`config.mk`:
```
export PLATFORM = sky130hd
export DESIGN_NAME = struct_lane_assembler
export DESIGN_NICKNAME = d
export VERILOG_FILES = /design/src/rtl/struct_lane_assembler_pkg.sv /design/src/rtl/struct_lane_assembler_outreg.sv /design/src/rtl/struct_lane_assembler.sv
export SDC_FILE = /design/constraint.sdc
export NUM_CORES = 1
export LEC_CHECK = 0
export ABC_CLOCK_PERIOD_IN_PS = 3300
export BUFFER_PORTS_ARGS = -buffer_cell sky130_fd_sc_hd__buf_2
export CAP_MARGIN = 10
export CORE_MARGIN = 10
export CORE_UTILIZATION = 30
export CTS_CLUSTER_SIZE = 14
export DETAILED_ROUTE_END_ITERATION = 12
export GPL_TIMING_DRIVEN = 1
export PLACE_DENSITY_LB_ADDON = 0.1
export SLEW_MARGIN = 40
export SYNTH_ARGS = -nofsm -noshare
export SYNTH_HDL_FRONTEND = slang
export SYNTH_HIERARCHICAL = 1
export SYNTH_SLANG_ARGS = --single-unit
```
`constraint.sdc`:
```
create_clock -name clk -period 3.3 [get_ports clk]
set_input_delay 0.825 -clock clk [delete_from_list [all_inputs] [get_ports clk]]
set_output_delay 0.825 -clock clk [all_outputs]
set_load 0.005 [all_outputs]
```
`src/rtl/struct_lane_assembler_pkg.sv`:
```
// Shared types for the lane assembler: lane ordering, assembler states and
// the width helper for the lane count output.
package struct_lane_pkg;

    typedef enum logic {
        LANE_DESC = 1'b0,
        LANE_ASC  = 1'b1
    } lane_order_e;

    typedef enum logic {
        ST_FILL = 1'b0,
        ST_HOLD = 1'b1
    } asm_state_e;

    function automatic int count_w(input int num_lanes);
        return $clog2(num_lanes + 1);
    endfunction

endpackage

```
`src/rtl/struct_lane_assembler_outreg.sv`:
```
// One-deep valid/ready output register holding a finished record and its
// lane count; accepts a new record whenever it is empty or being drained.
module struct_lane_outreg #(
    parameter int REC_W = 80,
    parameter int CNT_W = 4
) (
    input  logic             clk,
    input  logic             rst,
    input  logic             load,
    input  logic [REC_W-1:0] ld_rec,
    input  logic [CNT_W-1:0] ld_cnt,
    input  logic             out_ready,
    output logic             free,
    output logic             out_valid,
    output logic [REC_W-1:0] out_rec,
    output logic [CNT_W-1:0] out_count
);

    logic             valid_q, valid_d;
    logic [REC_W-1:0] rec_q, rec_d;
    logic [CNT_W-1:0] cnt_q, cnt_d;

    always_comb begin
        free    = !valid_q || out_ready;
        valid_d = valid_q;
        rec_d   = rec_q;
        cnt_d   = cnt_q;
        if (load) begin
            valid_d = 1'b1;
            rec_d   = ld_rec;
            cnt_d   = ld_cnt;
        end else if (out_ready) begin
            valid_d = 1'b0;
        end
    end

    always_ff @(posedge clk or posedge rst) begin
        if (rst) begin
            valid_q <= 1'b0;
            rec_q   <= '0;
            cnt_q   <= '0;
        end else begin
            valid_q <= valid_d;
            rec_q   <= rec_d;
            cnt_q   <= cnt_d;
        end
    end

    assign out_valid = valid_q;
    assign out_rec   = rec_q;
    assign out_count = cnt_q;

endmodule

```
`src/rtl/struct_lane_assembler.sv`:
```
// Gathers IN_LANES-wide beats into a packed {a[NUM_LANES], b} record with
// selectable lane order, early close on in_last and a one-deep hold stage.
module struct_lane_assembler
    import struct_lane_pkg::*;
#(
    parameter int LANE_W    = 8,
    parameter int NUM_LANES = 8,
    parameter int IN_LANES  = 2,
    parameter int TAG_W     = 16,
    parameter int ASCENDING = 0
) (
    input  logic                          clk,
    input  logic                          rst,
    input  logic                          in_valid,
    output logic                          in_ready,
    input  logic [IN_LANES*LANE_W-1:0]    in_data,
    input  logic [TAG_W-1:0]              in_tag,
    input  logic                          in_last,
    output logic                          out_valid,
    input  logic                          out_ready,
    output logic [NUM_LANES*LANE_W+TAG_W-1:0] out_rec,
    output logic [$clog2(NUM_LANES+1)-1:0]    out_count
);

    localparam int BEATS = NUM_LANES / IN_LANES;
    localparam int PTR_W = (BEATS > 1) ? $clog2(BEATS) : 1;
    localparam int IDX_W = (NUM_LANES > 1) ? $clog2(NUM_LANES) : 1;
    localparam int CNT_W = count_w(NUM_LANES);
    localparam int REC_W = NUM_LANES * LANE_W + TAG_W;
    localparam lane_order_e ORDER = (ASCENDING != 0) ? LANE_ASC : LANE_DESC;

    typedef struct packed {
        logic [NUM_LANES-1:0][LANE_W-1:0] a;
        logic [TAG_W-1:0]                 b;
    } rec_t;

    // Ascending declaration puts logical lane 0 in the most significant slot.
    function automatic logic [IDX_W-1:0] phys_idx(input logic [IDX_W-1:0] i);
        return (ORDER == LANE_ASC) ? IDX_W'(NUM_LANES - 1) - i : i;
    endfunction

    asm_state_e       state_q, state_d;
    logic [PTR_W-1:0] ptr_q, ptr_d;
    rec_t             asm_q, asm_d;
    logic [CNT_W-1:0] cnt_q, cnt_d;

    rec_t             beat_rec;
    logic [CNT_W-1:0] beat_cnt;
    logic [IDX_W-1:0] lane_idx;
    logic             done;
    logic             load;
    rec_t             ld_rec;
    logic [CNT_W-1:0] ld_cnt;
    logic             free;

    always_comb begin
        lane_idx = '0;
        beat_rec = asm_q;
        if (ptr_q == '0) begin
            beat_rec   = '0;
            beat_rec.b = in_tag;
        end
        for (int j = 0; j < IN_LANES; j++) begin
            lane_idx = IDX_W'(int'(ptr_q) * IN_LANES + j);
            beat_rec.a[phys_idx(lane_idx)] = in_data[j*LANE_W +: LANE_W];
        end
        beat_cnt = CNT_W'((int'(ptr_q) + 1) * IN_LANES);
        done     = in_last || (ptr_q == PTR_W'(BEATS - 1));
    end

    always_comb begin
        state_d  = state_q;
        ptr_d    = ptr_q;
        asm_d    = asm_q;
        cnt_d    = cnt_q;
        load     = 1'b0;
        ld_rec   = asm_q;
        ld_cnt   = cnt_q;
        in_ready = (state_q == ST_FILL);
        case (state_q)
            ST_FILL: begin
                if (in_valid) begin
                    if (done) begin
                        ptr_d = '0;
                        // A free output register takes the record directly, skipping HOLD.
                        if (free) begin
                            load   = 1'b1;
                            ld_rec = beat_rec;
                            ld_cnt = beat_cnt;
                        end else begin
                            asm_d   = beat_rec;
                            cnt_d   = beat_cnt;
                            state_d = ST_HOLD;
                        end
                    end else begin
                        asm_d = beat_rec;
                        ptr_d = ptr_q + PTR_W'(1);
                    end
                end
            end
            ST_HOLD: begin
                if (free) begin
                    load    = 1'b1;
                    ptr_d   = '0;
                    state_d = ST_FILL;
                end
            end
            default: state_d = ST_FILL;
        endcase
    end

    always_ff @(posedge clk or posedge rst) begin
        if (rst) begin
            state_q <= ST_FILL;
            ptr_q   <= '0;
            asm_q   <= '0;
            cnt_q   <= '0;
        end else begin
            state_q <= state_d;
            ptr_q   <= ptr_d;
            asm_q   <= asm_d;
            cnt_q   <= cnt_d;
        end
    end

    struct_lane_outreg #(
        .REC_W(REC_W),
        .CNT_W(CNT_W)
    ) u_outreg (
        .clk      (clk),
        .rst      (rst),
        .load     (load),
        .ld_rec   (ld_rec),
        .ld_cnt   (ld_cnt),
        .out_ready(out_ready),
        .free     (free),
        .out_valid(out_valid),
        .out_rec  (out_rec),
        .out_count(out_count)
    );

endmodule

```
; ---- Word-level counts from Yosys, hierarchy flattened
; Index checks and enable logic that the tools add are counted.
[op_classes]
n_addsub = 3
n_lt_le_gt_ge = 4
eq_ne = 4
muxes = 31
n_bitwise = 2
reduce_logical = 10
[op_table]
columns = operator, n
row1 = $mux W80, 7
row2 = $bwmux W64, 2
row3 = $demux W8 S3, 1
row4 = $demux W8 S2, 1
row5 = $mux W4, 4
row6 = $mux W8, 2
row7 = $lt A3 B4 Y1 const B, 2
row8 = $mux W1, 8
row9 = $ge A3 B1 Y1 const B, 2
row10 = $mux W2, 3
row11 = $ne A2 B2 Y1 const B, 2
row12 = $pmux W1 S2, 2
row13 = $pmux W2 S2, 1
row14 = $reduce_and A4 Y1, 1
row15 = $add A2 B1 Y3 const B, 1
row16 = $add A3 B1 Y3 const B, 1
row17 = $reduce_and A3 Y1, 1
row18 = $add A2 B1 Y2 const B, 1
row19 = $eq A2 B2 Y1 const B, 1
row20 = $logic_and A1 B1 Y1, 2
row21 = $logic_not A2 Y1, 1
row22 = $logic_or A1 B1 Y1, 2
row23 = $ne A2 B1 Y1 const B, 1
row24 = $not A1 Y1, 2
row25 = 3 further kinds, 3
[word_totals]
reg_bits = 171
output_inout_bits = 86
wordCells = 69

; ---- Longest topological paths before layout
; Gate-level depths: netlist (run 1).
[logic_depth]
word_depth = 10
ltp_mapped = 8
mapped_depth_nobuf = 6

; ---- Modules after synthesis
; Netlist (run 1), hierarchy kept.
[modules_own_cells]
columns = mod, n_inst, cells_per_inst, area_per_inst_um2, seq_area_each_um2
row1 = struct_lane_assembler, 1, 323, 4395.5, 2152.1
row2 = struct_lane_outreg, 1, 181, 3168.0, 2127.0

; ---- Worst setup path before layout (run 1)
; OpenSTA, ideal clock, no wires.
[synth_timing]
path_type = input -> register
from = in out_ready
to = reg u_outreg.cnt_q[3] (netlist: u_outreg/out_count[3])
arrival_time_ps = 2331
required_time_ps = 3173
slack_ps = 841
stages = 8
n_path_buf = 3
cell_sequence = nand2b_1 -> and3b_1 -> buf_2 -> and2_1 -> a21o_1 -> buf_4 -> buf_6 -> mux2_1
[synth_via]
elab_chain_cells = 5
word_cells_on_any_way = 9
cone_classes = mux (8) / reduce/logical (1)
[synth_lines]
columns = item, line
row1 = from (decl), struct_lane_assembler.sv:20  ; input logic out_ready,
row2 = $logic_or A1 B1 Y1 *, struct_lane_assembler_outreg.sv:24  ; free = !valid_q || out_ready;
row3 = $mux W1 *, "struct_lane_assembler.sv:86, struct_lane_assembler.sv:102"
row4 = $mux W1, struct_lane_assembler.sv:83  ; if (done) begin
row5 = $mux W1, struct_lane_assembler.sv:82  ; if (in_valid) begin
row6 = $pmux W1 S2 *, struct_lane_assembler.sv:80  ; case (state_q)
row7 = via load, struct_lane_assembler.sv:51  ; logic load;
row8 = to (signal assigned), struct_lane_assembler_outreg.sv:45  ; cnt_q <= cnt_d;
row9 = to (decl), struct_lane_assembler_outreg.sv:21  ; logic [CNT_W-1:0] cnt_q, cnt_d;
; The timed path passes the listed nets; every way through them passes the cells marked *.
; A chain may end at the register's enable or synchronous reset.

==> results.md, run 1 <==
- CP Data Arrival Time: 2.79 ns
- Sequential fraction of the synthesis area: 0.566
- Fmax: 403 MHz
- Setup Buffers After CTS: 0
- Minimum clock period: 2.48 ns
- Post-layout nets: 665
- Max VDD drop: 314 uV
- I/O pin total: 123
- RSZ-0062 raised after global routing: false
- Die H: 179 um
- Hold Buf Count CTS: 0
- Die ar.: 0.0320 mm2
- Die extent in x: 179 um
- Yosys cell types: 30
- Synth Register Bits: 171
- Root buffer cell: clkbuf_16
- Worst slew pin tran: 0.715 ns
- Hold Fails Final Rpt: 0
- CTS Buffer Depth: 2
- Post-synth top area share: 0.566
- First-pass GRT wire length: 30.2 mm
- Dpl ws: 0.524 ns
- Reg clk slew, reported paths: 0.08 ns
- Final hold slack: 0.478 ns
- Post-route worst setup slack: 0.816 ns
- Syn Nets: 546
- # clock sinks: 171
- Drt pass-1 iters: 4
- Grt ovf: 0
- Antenna Nets Post-Route: 0
- Worst Skew: 0.0122 ns
- H-tree depth: 4
- Synth area leaders: dfrtp_1 57%, a22o_1 11%, mux2_2 10%
- Filler Cells Inserted: 2478
- Commonest non-fill, non-tap cell in the layout: dfrtp_1
- CTS tree: done
- Critical Path Start: ptr_q[0]$_DFFE_PP0P_
- DRC violations left: 0
- Vias per inst: 4.72
- CP bufs+invs: 1
- Maxcap violations: 0
- Hold Path Class: input pin to asynchronous set/reset pin
- Vias in the first global route: 5014
- CTS resizes: 0
- Worst-skew pair later-pin latency: 0.43 ns
- DR vias: 4563
- Largest area contributor in the netlist: dfrtp_1
- Slowest stage delay, CP: 0.55 ns
- Largest net degree at the start of global routing: 58
- GRT Overall Usage: 0.123
- Initial core utilization: 0.303
- Port buffer count: 122
- CP startpoint kind: register
- Synthesized instance count: 504
- Crit-path leading delay family: simple AND/OR/NAND/NOR gates
- Syn_area_per_cell: 15.0 um2
- Most frequent cells in the layout: 171 x dfrtp_1, 122 x buf_2, 96 x a22o_1
- Total CTS buffers: 17
- Cell Area, Synth: 0.00756 mm2
- Crit path required time: 3.61 ns
- Share of layout cells above drive strength 1: 0.432
- Critical path class: register to register
- Final Max Slew Viols: 0
- Yosys Warn Count: 6
- TNS Setup: 0 ns
- Wirelength per Cell: 19.8 um
- Crit path cell chain: ha_1 -> or2_1 -> and4_4 -> buf_12 -> mux2_4 -> mux2_2
- Drt total wl: 19.1 mm
- Starting DRT DRC Count: 191
- Fin crit share: 0.753
- CP Capture Type: register
- Final Wtd Congestion: 0.741
- Dpl hpwl: 13.2 mm
- Worst Path Max Fanout: 17
- Outcome: completed
- P&R area growth vs syn: 20.0%
- Finish-stage setup viols: 0
- Power consumption: 7010 uW
- Initial antenna violation count: 0
- Crit-path slowest cell: and4_4
- Leakage: 0.00446 uW
- Power Density: 773 mW/mm2
- Slew headroom: 0.523
- Rows: 58
- CORE AREA: 0.0250 mm2
- Worst r2r src: ptr_q[0]$_DFFE_PP0P_
-- logic make-up (layout without fill, tap and decap cells) --
logic type / Yosys count / count (layout) / share of synthesized area
AO/OA/AOI/OAI: 110 / 110 / 0.124
flip-flops: 171 / 171 / 0.566
buffers and inverters: 44 / 176 / 0.0435
multiplexers: 152 / 152 / 0.241
other: 1 / 2 / 0.000496
AND/OR/NAND/NOR: 21 / 21 / 0.0170
adder cells (fa/ha/maj): 5 / 5 / 0.00827
-- cell type report --
type / count / area, um2 / area share
tap: 330 / 413 / 0.0455
clock inverter: 15 / 181 / 0.0200
multi-input combinational: 289 / 2960 / 0.327
antenna: 1 / 2.50 / 0.000276
inverter: 6 / 30.0 / 0.00331
clock buffer: 17 / 425 / 0.0469
timing repair buffer: 138 / 781 / 0.0860
sequential: 171 / 4280 / 0.471
-- synthesized netlist by cell type (all sizes together) --
library cell  count
a21o              4
a22o             96
a32o              1
and2              2
and3              5
and3b             2
and4              1
buf              33
clkbuf            5
conb              1
dfrtp           171
ha                5
inv               6
mux2            150
mux2i             2
nand2             4
nand2b            2
nand3             1
nand3b            1
nor2              1
nor2b             1
o211ai            5
o21ai             4
or2               1
-- power breakdown --
group / internal [uW] / switching (uW) / leakage (uW) / total [uW]
combinational: 1130 / 776 / 0.00197 / 1900
clock: 1090 / 947 / 0.000293 / 2030
sequential: 2740 / 333 / 0.00220 / 3080
total: 4960 / 2060 / 0.00446 / 7010
-- per-layer routing --
layer | vias up | routed length [um] | GRT usage
met3 | 9 | 1120 | 0.0383
met5 | - | 0 | 0
met4 | 0 | 127 | 0.0310
li1 | 2118 | - | -
met1 | 2334 | 8760 | 0.161
met2 | 102 | 9130 | 0.194
-- per-stage QoR --
stage               area, um2   util  instances
floorplan                7560      -        504
global placement         8460  0.339        934
detailed placement       8460  0.339        934
CTS                      9070  0.363        966
global route             9070  0.363        966
finish                   9080  0.364        967
-- sequential cells by signal, summed over array words and instances, names as in the netlist --
| name | count |
|---|---|
| u_outreg/out_count | 4 |
| u_outreg/out_rec | 80 |
| ptr_q | 2 |
| cnt_q | 3 |
| u_outreg/out_valid | 1 |
| asm_q | 80 |
| state_q | 1 |
-- worst paths after layout --
| kind | to | slack [ns] | depth (start not counted) |
|---|---|---|---|
| hold / removal | u_outreg/out_rec[52]$_DFFE_PP0P_ | 0.48 | 2 |
| max in group asynchronous | asm_q[49]$_DFFE_PP0P_ | 2.10 | 3 |
| min in group clk | u_outreg/out_rec[40]$_DFFE_PP0P_ | 0.48 | 1 |
| hold reg to reg | u_outreg/out_rec[40]$_DFFE_PP0P_ | 0.48 | 1 |
| setup / recovery | u_outreg/out_rec[19]$_DFFE_PP0P_ | 0.82 | 6 |
| setup reg to reg | u_outreg/out_rec[19]$_DFFE_PP0P_ | 0.82 | 6 |
(Power assumes the default switching activity.)
==> run 2, diff against run 1 <==
--- a/config.mk
+++ b/config.mk
@@ -5,7 +5,8 @@
 export SDC_FILE = /design/constraint.sdc
 export NUM_CORES = 1
 export LEC_CHECK = 0
-export ABC_CLOCK_PERIOD_IN_PS = 3300
+export ABC_AREA = 1
+export ABC_CLOCK_PERIOD_IN_PS = 2400
 export BUFFER_PORTS_ARGS = -buffer_cell sky130_fd_sc_hd__buf_2
 export CAP_MARGIN = 10
 export CORE_MARGIN = 10
==> constraint.sdc (replaced) <==
create_clock -name clk -period 2.4 [get_ports clk]
set_input_delay 0.6 -clock clk [delete_from_list [all_inputs] [get_ports clk]]
set_output_delay 0.6 -clock clk [all_outputs]
set_load 0.005 [all_outputs]
==> run 2 against run 1 <==
Effect of this change:
- cell area increased by 15%
- total power increased by 52%
- clock skew decreased by 0.00084 ns
- global-route usage increased by 3.7 points
- cell count increased by 82%
==> results.md, run 2 <==
- RSZ-0062 raised after global routing: false
- Largest net degree at the start of global routing: 87
- Setup Buffers After CTS: 0
- Final Wtd Congestion: 0.748
- First-pass GRT wire length: 46.0 mm
- Minimum clock period: 1.99 ns
- Starting DRT DRC Count: 553
- Fin crit share: 0.829
- Yosys cell types: 15
- Final Max Slew Viols: 0
- Cell Area, Synth: 0.00871 mm2
- DP Cell Count: 1729
- Vias in the first global route: 8108
- Crit path required time: 2.77 ns
- Worst Skew: 0.0114 ns
- Crit path cell chain: ha_1 -> nor2_1 -> nor2_4 -> nand2_2 -> o21ai_4 -> inv_2 -> buf_4 -> nand2_1 -> nand2_1
- Post-synth top area share: 0.491
- Slowest stage delay, CP: 0.40 ns
- Maxcap violations: 0
- Die H: 190 um
- Adder-cell share of the synthesized area: 0.00718
- Root buffer cell: clkbuf_16
- Worst r2r src: ptr_q[0]$_DFFE_PP0P_
- Synthesized instance count: 1276
- Synth area leaders: dfrtp_1 49%, nand2_1 37%, nand3_1 4.9%
- Leakage: 0.00614 uW
- Worst Path Max Fanout: 15
- Most frequent cells in the layout: 847 x nand2_1, 171 x dfrtp_1, 122 x buf_2
- Sequential fraction of the synthesis area: 0.491
- Post-synthesis compound-gate area fraction: 0.0223
- CP Data Arrival Time: 2.36 ns
- R2r setup slk: 0.41 ns
- Ys async rst share: 1.00
- CTS resizes: 0
- Layout Cells excl Fill: 1761
- CTS Buffer Depth: 2
- Dpl hpwl: 17.6 mm
- Rows: 62
- Hold Path Class: input pin to asynchronous set/reset pin
- Initial antenna violation count: 1
- Hold Fails Final Rpt: 0
- Main combinational cell family by area after synthesis: simple AND/OR/NAND/NOR gates
- Drt pass-1 iters: 5
- Finish-stage setup viols: 0
- Synth Register Bits: 171
- Drt total wl: 28.6 mm
- EDFF count, synth: 0
- Die extent in x: 190 um
- Worst-skew pair later-pin latency: 0.43 ns
- DRC violations left: 0
- Reg clk slew, reported paths: 0.07 ns
- XOR/XNOR Fraction of Synth Area: 0
- Commonest non-fill, non-tap cell in the layout: nand2_1
- Vias per inst: 4.55
- Hold Buf Count CTS: 0
- Total CTS buffers: 17
- Commonest cells post-synth: 850 x nand2_1, 171 x dfrtp_1, 86 x nand3_1
- Largest area contributor in the netlist: dfrtp_1
- Die ar.: 0.0363 mm2
- Simple-gate area share of the yosys netlist: 0.419
- CP startpoint kind: register
- Post-layout nets: 1406
- Diode count: 0
- Syn Nets: 1318
- Slew headroom: 0.621
- CTS tree: done
- I/O pin total: 123
- TNS Setup: 0 ns
- H-tree depth: 4
- R2R Path End: u_outreg/out_rec[31]$_DFFE_PP0P_
- Worst slew pin tran: 0.568 ns
- Power consumption: 10700 uW
- GRT Overall Usage: 0.160
- Outcome: completed
- Port buffer count: 122
- Yosys Warn Count: 6
- Syn_area_per_cell: 6.83 um2
- # clock sinks: 171
- CP Capture Type: register
- Power Density: 1030 mW/mm2
- Max VDD drop: 532 uV
- Most frequent cell after synthesis: nand2_1
- Critical path class: register to register
- FF-to-FF path depth: 9
- P&R area growth vs syn: 19.5%
- Fmax: 502 MHz
- Antenna Nets Post-Route: 0
- Share of layout cells above drive strength 1: 0.139
- Post-synthesis mux area share: 0
- Wirelength per Cell: 16.2 um
- CP most frequent cell: nand2_1
- Crit-path slowest cell: dfrtp_1
- Final design utilization: 0.363
- Grt ovf: 0
- CORE AREA: 0.0287 mm2
- Initial core utilization: 0.304
- DR vias: 8012
- Dominant synthesized flop cell: dfrtp_1
## run 2: cell types whose count changed after synthesis, sizes merged, moves of 4 or more
cell / change
nor2: +5
clkbuf: +18
nand2: +846
buf: +21
o21ai: +34
mux2: -150
and3: -5
o211ai: -5
a22o: -96
nand3: +85
inv: +36
a21o: -4
## run 2: routing by layer
metal / routed length, um / track usage
met2: 13300 / 0.261
met1: 13700 / 0.213
met4: 230 / 0.0309
met3: 1350 / 0.0357
met5: 10 / 0
## run 2: through the flow
| stage | instance area [um2] | hold WS [ns] | setup slack, ns |
|---|---|---|---|
| floorplan | 8720 | 0.442 | 0.338 |
| global placement | 9810 | 0.452 | 0.359 |
| detailed placement | 9810 | 0.454 | 0.327 |
| CTS | 10400 | 0.251 | 0.392 |
| global route | 10400 | 0.278 | 0.231 |
| finish | 10400 | 0.248 | 0.410 |
## run 2: cells by family (layout without fill, tap and decap cells)
family,Yosys count,after routing
other,1,1
buffers and inverters,119,220
and+or+nand+nor,942,942
AOI/OAI and AO/OA,38,38
adders and majority gates,5,5
DFF,171,171
## run 2: worst max-delay path by stage
stage | endpoint | depth (start not counted) | startpoint | slack [ns]
2_1_floorplan | u_outreg/out_count[1]$_DFFE_PP0P_ | 11 | in_last | 0.34
3_3_place_gp | u_outreg/out_rec[31]$_DFFE_PP0P_ | 9 | in_last | 0.36
3_5_place_dp | u_outreg/out_rec[48]$_DFFE_PP0P_ | 9 | in_last | 0.33
4_1_cts | u_outreg/out_rec[51]$_DFFE_PP0P_ | 9 | ptr_q[0]$_DFFE_PP0P_ | 0.39
5_1_grt | u_outreg/out_rec[10]$_DFFE_PP0P_ | 9 | ptr_q[0]$_DFFE_PP0P_ | 0.23
6_report | u_outreg/out_rec[31]$_DFFE_PP0P_ | 9 | ptr_q[0]$_DFFE_PP0P_ | 0.41
## run 2: cell type report
class                           count  area [um2]
Clock buffer                       18         439
Inverter                           42         165
Clock inverter                     14         158
Sequential cell                   171        4280
Tap cell                          384         480
Fill cell                        3124       18300
Timing Repair Buffer              146         941
Multi-Input combinational cell    986        3950
## run 2: where the power goes
part	switching, uW	internal [uW]	total (uW)	leakage, uW
logic	2100	1270	3360	0.00359
registers	595	3820	4420	0.00226
clock network	1320	1590	2910	0.000285
total	4010	6680	10700	0.00614
## run 2: critical path, delay by kind of cell (launching register included)
kind                     cells  cell delay [ns]
buffers and inverters        2             0.59
flip-flops                   1             0.40
AND/OR/NAND/NOR              5             0.61
AO/OA/AOI/OAI                1             0.09
adder cells (fa/ha/maj)      1             0.23
==> run 3, diff against run 2 <==
--- a/config.mk
+++ b/config.mk
@@ -6,7 +6,7 @@
 export NUM_CORES = 1
 export LEC_CHECK = 0
 export ABC_AREA = 1
-export ABC_CLOCK_PERIOD_IN_PS = 2400
+export ABC_CLOCK_PERIOD_IN_PS = 1800
 export BUFFER_PORTS_ARGS = -buffer_cell sky130_fd_sc_hd__buf_2
 export CAP_MARGIN = 10
 export CORE_MARGIN = 10
==> constraint.sdc (replaced) <==
create_clock -name clk -period 1.8 [get_ports clk]
set_input_delay 0.45 -clock clk [delete_from_list [all_inputs] [get_ports clk]]
set_output_delay 0.45 -clock clk [all_outputs]
set_load 0.005 [all_outputs]
==> run 3 against run 2 <==
Effect of this change:
- cell count grew 1.2%
- total power grew 35%
- first-iteration DRC count shrank 31%
- routed wire length grew 3.1%
- utilization grew 1.2 points
- sequential power grew 33%
- maximum frequency grew 17%
- critical path type unchanged
- largest power group unchanged
==> results.md, run 3 (synthesized netlist as in run 2, its figures left out) <==
- Final Max Slew Viols: 0
- Minimum clock period: 1.69 ns
- Largest net degree at the start of global routing: 86
- Die ar.: 0.0363 mm2
- Antenna Nets Post-Route: 0
- CTS Buffer Depth: 2
- Final Wtd Congestion: 0.760
- Fin crit share: 0.941
- First-pass GRT wire length: 45.6 mm
- Initial core utilization: 0.304
- CORE AREA: 0.0287 mm2
- FF-to-FF path depth: 9
- Max VDD drop: 578 uV
- Drt pass-1 iters: 4
- Rows: 62
- Vias in the first global route: 8130
- Starting DRT DRC Count: 382
- Root buffer cell: clkbuf_16
- GRT Overall Usage: 0.159
- Drt total wl: 29.5 mm
- # clock sinks: 171
- R2r setup slk: 0.11 ns
- I/O pin total: 123
- Diode count: 0
- Hold Buf Count CTS: 0
- Grt ovf: 0
- Power Density: 1350 mW/mm2
- CP startpoint kind: register
- Port buffer count: 122
- Fmax: 590 MHz
- Crit-path slowest cell: dfrtp_1
- DP Cell Count: 1747
- Hold Fails Final Rpt: 0
- CTS tree: done
- Slowest stage delay, CP: 0.40 ns
- Share of layout cells above drive strength 1: 0.152
- Crit path cell chain: ha_1 -> nor2_2 -> nor2_4 -> nand2_4 -> o21ai_4 -> inv_6 -> buf_6 -> nand2_1 -> nand2_1
- Leakage: 0.00631 uW
- Commonest non-fill, non-tap cell in the layout: nand2_1
- Layout Cells excl Fill: 1783
- RSZ-0062 raised after global routing: false
- CP Capture Type: register
- Power consumption: 14500 uW
- Worst Path Max Fanout: 12
- Vias per inst: 4.53
- Hold Path Class: input pin to asynchronous set/reset pin
- Post-layout nets: 1428
- DR vias: 8075
- Die H: 190 um
- P&R area growth vs syn: 23.5%
- CP most frequent cell: nand2_1
- R2R Path End: u_outreg/out_rec[72]$_DFFE_PP0P_
- Total CTS buffers: 17
- Initial antenna violation count: 0
- Crit-path leading delay family: simple AND/OR/NAND/NOR gates
- Outcome: completed
- Worst r2r src: ptr_q[0]$_DFFE_PP0P_
- Dpl hpwl: 18.6 mm
- Die extent in x: 190 um
- H-tree depth: 4
- Finish-stage setup viols: 0
- DRC violations left: 0
- Worst-skew pair later-pin latency: 0.43 ns
- Most frequent cells in the layout: 847 x nand2_1, 171 x dfrtp_1, 122 x buf_2
- Critical path class: register to register
- Reg clk slew, reported paths: 0.07 ns
- Worst Skew: 0.00903 ns
- CP Data Arrival Time: 2.07 ns
- CP bufs+invs: 2
- Maxcap violations: 0
- TNS Setup: 0 ns
- Wirelength per Cell: 16.5 um
- Crit path required time: 2.18 ns
## run 3: cell types whose count changed in the layout (fill, tap and decap cells not counted), moves of 2 or more
| cell | previous run | this run |
|---|---|---|
| clkbuf_16 | 17 | 20 |
| clkbuf_1 | 0 | 2 |
| buf_4 | 12 | 20 |
| buf_12 | 12 | 22 |
## run 3: metrics by stage
| step | instance area, um2 | worst slack [ns] | utilization | hold WS [ns] |
|---|---|---|---|---|
| 3_5_place_dp | 10100 | 0.0134 | 0.351 | 0.454 |
| 2_1_floorplan | 8730 | 0.000351 | - | 0.442 |
| 4_1_cts | 10700 | 0.0493 | 0.372 | 0.0253 |
| 3_3_place_gp | 10100 | 0.0707 | 0.351 | 0.450 |
| 5_1_grt | 10800 | 0.00422 | 0.375 | 0.0459 |
| 6_report | 10800 | 0.106 | 0.375 | 0.0357 |
## run 3: where the power goes
| part | leakage, uW | internal, uW | switching, uW |
|---|---|---|---|
| logic | 0.00377 | 1910 | 2870 |
| registers | 0.00226 | 5100 | 789 |
| clock network | 0.000274 | 2100 | 1700 |
| total | 0.00631 | 9120 | 5360 |
## run 3: worst reg2reg max path: stages (launching register included)
cell and delay [ns]:
dfrtp_1 0.40, ha_1 0.25, nor2_2 0.17, nor2_4 0.07, nand2_4 0.11, o21ai_4 0.12
inv_6 0.16, buf_6 0.22, nand2_1 0.08, nand2_1 0.06
## run 3: final cells by class
class / instances / area, um2
repair buffers: 168 / 1290
clock buffers: 20 / 447
multi-input cells: 986 / 3960
well taps: 384 / 480
fillers: 3138 / 17900
clock inverters: 12 / 139
flip-flops and latches: 171 / 4280
inverters: 42 / 170
## run 3: worst max path at each step
stage / from / to / slack, ns / depth (start not counted)
3_3_place_gp: ptr_q[0]$_DFFE_PP0P_ / u_outreg/out_rec[58]$_DFFE_PP0P_ / 0.07 / 9
5_1_grt: ptr_q[0]$_DFFE_PP0P_ / u_outreg/out_rec[72]$_DFFE_PP0P_ / 0.004 / 9
2_1_floorplan: ptr_q[0]$_DFFE_PP0P_ / u_outreg/out_count[1]$_DFFE_PP0P_ / 0.0004 / 12
3_5_place_dp: ptr_q[0]$_DFFE_PP0P_ / u_outreg/out_rec[15]$_DFFE_PP0P_ / 0.01 / 9
6_report: ptr_q[0]$_DFFE_PP0P_ / u_outreg/out_rec[72]$_DFFE_PP0P_ / 0.11 / 9
4_1_cts: ptr_q[0]$_DFFE_PP0P_ / u_outreg/out_rec[27]$_DFFE_PP0P_ / 0.05 / 9
## run 3: repair_timing
item / 4_1_cts / 5_1_grt
endpoints found under the hold margin: 0 / 0
endpoints found under the setup margin: 14 / 50
setup buffers: 0 / 0
gates resized for setup: 1 / 2
cloned: 0 / 4
## run 3: layer usage
| metal | track usage | vias to the layer above | wire length [um] |
|---|---|---|---|
| met2 | 0.263 | 136 | 14000 |
| li1 | - | 4109 | - |
| met1 | 0.209 | 3812 | 13900 |
| met3 | 0.0326 | 18 | 1220 |
| met5 | 0 | - | 0 |
| met4 | 0.0348 | 0 | 345 |
